### config.mk
export PLATFORM = sky130hd
export DESIGN_NAME = fifo_pop_reader_flat
export DESIGN_NICKNAME = d
export VERILOG_FILES = /design/src/rtl/fifo_pop_reader_if.sv /design/src/rtl/fifo_pop_reader.sv /design/src/flat_wrapper.sv
export SDC_FILE = /design/constraint.sdc
export NUM_CORES = 1
export LEC_CHECK = 0
export ABC_AREA = 1
export CORE_MARGIN = 4
export CORE_UTILIZATION = 40
export DETAILED_ROUTE_END_ITERATION = 8
export PLACE_DENSITY = 0.66
export SLEW_MARGIN = 20
export SYNTH_ARGS = -nofsm -noshare
export SYNTH_HDL_FRONTEND = slang
export SYNTH_SLANG_ARGS = --single-unit
### constraint.sdc
create_clock -name clk -period 3.2 [get_ports clk]
set_clock_uncertainty 0.15 [all_clocks]
set_input_delay 0.32 -clock clk [delete_from_list [all_inputs] [get_ports clk]]
set_output_delay 0.32 -clock clk [all_outputs]
set_load 0.1 [all_outputs]
### src/rtl/fifo_pop_reader_if.sv
// rtl/fifo_pop_reader_if.sv - FIFO pop side and output stream bundle for fifo_pop_reader
// Counter signals exist only when FIFO_POP_READER_CNT_EN is defined.
interface fifo_pop_reader_if #(
  parameter int bW = 8
);
  logic          en;
  logic          pop;
  logic [bW-1:0] popData;
  logic          empty;
  logic [bW-1:0] outData;
  logic          outValid;
  logic          outReady;
  logic          busy;
`ifdef FIFO_POP_READER_CNT_EN
  logic          clrCnt;
  logic [15:0]   wordCnt;
`endif

  modport master (
    input  en,
    output pop,
    input  popData,
    input  empty,
    output outData,
    output outValid,
    input  outReady,
`ifdef FIFO_POP_READER_CNT_EN
    input  clrCnt,
    output wordCnt,
`endif
    output busy
  );

  modport slave (
    output en,
    input  pop,
    output popData,
    output empty,
    input  outData,
    input  outValid,
    output outReady,
`ifdef FIFO_POP_READER_CNT_EN
    output clrCnt,
    input  wordCnt,
`endif
    input  busy
  );
endinterface

### src/rtl/fifo_pop_reader.sv
// rtl/fifo_pop_reader.sv - FIFO drain master with 2-entry skid buffer onto a valid/ready stream
// Optional delivered-word counter enabled by FIFO_POP_READER_CNT_EN.
module fifo_pop_reader #(
  parameter int bW = 8
) (
  input  logic                clk,
  input  logic                rst,
  fifo_pop_reader_if.master   bus
);

  logic [bW-1:0] r_buf [0:1];
  logic          r_wp;
  logic          r_rp;
  logic [1:0]    r_occ;
  logic          r_inflight;

  logic          w_deq;
  logic          w_pop;
  logic [2:0]    w_level;

  assign w_deq   = bus.outValid && bus.outReady;
  // Slots committed after this cycle's dequeue; popping only below 2 keeps the buffer from overflowing.
  assign w_level = {1'b0, r_occ} + {2'b00, r_inflight} - {2'b00, w_deq};
  assign w_pop   = rst && bus.en && !bus.empty && (w_level < 3'd2);

  assign bus.pop      = w_pop;
  assign bus.outValid = (r_occ != 2'd0);
  assign bus.outData  = r_buf[r_rp];
  assign bus.busy     = (r_occ != 2'd0) || r_inflight;

  always_ff @(posedge clk or negedge rst) begin
    if (!rst) begin
      r_buf[0]   <= '0;
      r_buf[1]   <= '0;
      r_wp       <= 1'b0;
      r_rp       <= 1'b0;
      r_occ      <= 2'd0;
      r_inflight <= 1'b0;
    end else begin
      r_inflight <= w_pop;
      if (r_inflight) begin
        r_buf[r_wp] <= bus.popData;
        r_wp        <= ~r_wp;
      end
      if (w_deq) begin
        r_rp <= ~r_rp;
      end
      case ({r_inflight, w_deq})
        2'b10:   r_occ <= r_occ + 2'd1;
        2'b01:   r_occ <= r_occ - 2'd1;
        default: r_occ <= r_occ;
      endcase
    end
  end

`ifdef FIFO_POP_READER_CNT_EN
  logic [15:0] r_word_cnt;

  assign bus.wordCnt = r_word_cnt;

  // Clear wins over a same-cycle increment.
  always_ff @(posedge clk or negedge rst) begin
    if (!rst) begin
      r_word_cnt <= 16'd0;
    end else if (bus.clrCnt) begin
      r_word_cnt <= 16'd0;
    end else if (w_deq) begin
      r_word_cnt <= r_word_cnt + 16'd1;
    end
  end
`endif

endmodule

### src/flat_wrapper.sv
// flat-port wrapper written by rule: the top's interface ports become plain ports
module fifo_pop_reader_flat 
#(
  parameter int bW = 8
)
  (clk, rst, bus_en, bus_pop, bus_popData, bus_empty, bus_outData, bus_outValid, bus_outReady, bus_busy);
  fifo_pop_reader_if #(.bW(bW)) bus_i ();
  input  logic clk;
  input  logic rst;
  input wire logic [$bits(bus_i.en)-1:0] bus_en;
  output wire logic [$bits(bus_i.pop)-1:0] bus_pop;
  input wire logic [$bits(bus_i.popData)-1:0] bus_popData;
  input wire logic [$bits(bus_i.empty)-1:0] bus_empty;
  output wire logic [$bits(bus_i.outData)-1:0] bus_outData;
  output wire logic [$bits(bus_i.outValid)-1:0] bus_outValid;
  input wire logic [$bits(bus_i.outReady)-1:0] bus_outReady;
  output wire logic [$bits(bus_i.busy)-1:0] bus_busy;
  assign bus_i.en = bus_en;
  assign bus_pop = bus_i.pop;
  assign bus_i.popData = bus_popData;
  assign bus_i.empty = bus_empty;
  assign bus_outData = bus_i.outData;
  assign bus_outValid = bus_i.outValid;
  assign bus_i.outReady = bus_outReady;
  assign bus_busy = bus_i.busy;
  fifo_pop_reader #(.bW(bW)) u_core (.clk(clk), .rst(rst), .bus(bus_i));
endmodule
==> flow_metrics.py <==
metrics = {
    "yosys": {
        "synth-adder-area-share_pct": 1.95,
        "synthMuxAreaShare_pct": 0,
        "synth_compound_area_share_pct": 10.7,
        "synth_top_family_by_area": "simple AND/OR/NAND/NOR gates",
        "syn-num-nets": 138,
        "yosys_warnings": 0,
        "syn_area_per_cell_um2": 8.28,
        "ys_seq_area_share_pct": 51.2,
        "synthSimpleGateAreaFrac_pct": 25.6,
        "synth-seq-cells": 21,
        "synth-xor-area-share_pct": 0.853,
        "ys_types": 19,
        "synth_cells": 124,
        "netlist_area_mm2": 0.00103,
    },
    "setup_path": {
        "path_cells": "clkdlybuf4s50_1 -> inv_1 -> nand3_1 -> nand2_1 -> inv_1 -> fa_1 -> nand4_1 -> nor2_1 -> buf_12",
        "cp-end-kind": "output port",
        "r2r-start": "u_core.r_occ[0]",
        "slowest_stage": "clkdlybuf4s50_1",
        "crit_arrival_ns": 2.24,
        "path_max_fanout": 5,
        "worst_path_largest_cell_delay_ns": 0.48,
        "crit_buf_inv": 4,
        "r2r-end": "u_core.r_inflight",
        "cp.required_ns": 2.73,
        "r2r_cells": 7,
        "path_class": "in2out",
        "cp-start-kind": "input port",
        "crit_family": "buffers and inverters",
        "r2r_slack_ns": 1.36,
        "crit_path_frequent_cell": "inv_1",
    },
    "grt": {
        "grt_start_max_net_pins": 22,
        "grt_pass1_vias": 767,
        "grt_use_met1_pct": 17.4,
        "track_usage_pct": 12.9,
        "busiest_layer": "met2",
        "grt_pass1_wl_mm": 3.37,
        "use_met2_pct": 20.6,
        "antenna_found_initial": 0,
        "grt_remaining_overflow": 0,
        "global_route.usage.met3_pct": 3.07,
    },
    "layout": {
        "final_common_cell": "nand2_1",
        "final_cell_mix": "nand2_1, dfrtp_1, inv_1, clkdlybuf4s50_1, buf_4",
        "drive_gt1_share_pct": 17.6,
        "area_growth_pct": 24.1,
        "final_nets": 163,
        "fillCellCount": 246,
        "diodes": 0,
    },
    "sta": {
        "whs_ns": 0.286,
        "slew_headroom_pct": 50.6,
        "hold_viol": 0,
        "rsz0062_at_grt": "false",
        "fin_setup_tns_ns": 0,
        "fmax_ghz": 0.370,
        "fin_crit_sh_pct": 84.5,
        "setup_viol": 0,
        "final_max_slew_viol_count": 0,
        "timing.final.crit_period_ns": 2.71,
        "worst_slew_pin_slew_ns": 0.742,
    },
    "floorplan": {
        "core_mm2": 0.00245,
        "floorplan.rows": 18,
        "ios": 24,
        "die_area_mm2": 0.00344,
        "die_w_um": 58.7,
        "start_util_pct": 41.8,
        "die_y_um": 58.7,
    },
    "clock_tree": {
        "cts_tree": "built",
        "cts_resized": 0,
        "cts_made_buffers": 3,
        "cts_sinks": 21,
        "ctsHoldBuffers": 0,
        "cts_buffer_depth": 2,
        "clk_root_buffer_cell": "clkbuf_4",
        "h-tree-depth": 1,
        "clkLatencyLatePin_ns": 0.30,
        "post_cts_buffers": 0,
        "path_clk_slew_ns": 0.12,
    },
    "route": {
        "wl_mm": 2.08,
        "drc": 0,
        "dr.pass1.iters": 4,
        "drtIter0Drc": 24,
        "wl_per_cell_um": 11.7,
        "postRouteAntennaNets": 0,
        "vias": 841,
        "post_drt_via_cell_ratio": 4.72,
    },
    "hold_path": {
        "hold_path.class": "in2async",
    },
    "flow_run": {
        "cap_viol_max_count": 0,
    },
    "placement": {
        "io_buffers": 23,
        "place.gp.congestion": 0.880,
        "dp_hpwl_mm": 1.53,
    },
    "outcome": {
        "status": "finished clean",
    },
}
-- Yosys cell counts (all sizes together) --
master | n | area [um^2]
clkinv | 1 | 3.75
nor2 | 4 | 15.0
fa | 1 | 20.0
nand2 | 52 | 198
buf | 3 | 36.3
clkbuf | 1 | 3.75
or2 | 1 | 6.26
nor3 | 1 | 5.00
inv | 15 | 56.3
o21ai | 16 | 110
nand3 | 4 | 20.0
xor2 | 1 | 8.76
dfrtp | 21 | 526
nand4 | 3 | 18.8
-- flip-flops by register name, indices dropped and copies added (netlist names) --
register,cells
u_core.r_inflight,1
u_core.r_occ,2
u_core.r_wp,1
u_core.r_buf,16
u_core.r_rp,1
-- worst reg2reg max path: cells and delay by family (launching register included) --
kind	cells	cell delay [ns]
simple gates	4	0.50
buf+inv	2	0.17
flops	1	0.44
fa+ha+maj	1	0.48
-- area by class of cell --
class / instances / area, um^2 / share of cell area (%)
flip-flops and latches: 21 / 526 / 41.2
multi-input cells: 83 / 402 / 31.5
repair buffers: 24 / 223 / 17.5
inverters: 16 / 60.1 / 4.71
well taps: 30 / 37.5 / 2.94
clock buffers: 3 / 22.5 / 1.77
clock inverters: 1 / 5.00 / 0.393
-- cells by family after synthesis --
kind of cell,after synthesis
AOI/OAI and AO/OA,16
DFF,21
buffers and inverters,20
adders and majority gates,1
xor gates and xnor gates,1
and+or+nand+nor,65
-- how the worst max path moves through the flow --
stage	from	cells past startpoint	endpoint
2_1_floorplan	u_core.r_occ[0]	7	bus_pop
6_report	bus_outReady	9	bus_pop
3_3_place_gp	bus_outReady	9	bus_pop
3_5_place_dp	bus_outReady	9	bus_pop
4_1_cts	bus_outReady	9	bus_pop
5_1_grt	bus_outReady	9	bus_pop
-- layer usage --
layer	vias up	part of all wire (%)
met5	-	0
met1	385	46
li1	435	-
met4	0	0.91
met2	19	48
met3	2	4.8
-- metrics by stage --
stage	worst slack (ns)	util [%]	std cells	cell area [um^2]
6_report	0.495	51.9	178	1270
5_1_grt	0.431	51.9	178	1270
4_1_cts	0.487	51.9	178	1270
3_5_place_dp	0.499	50.8	174	1250
3_3_place_gp	0.562	50.8	174	1250
2_1_floorplan	0.189	-	124	1030
Power is not shown: default switching activity piles up to over one toggle a cycle in this logic, so the estimate is an artifact.
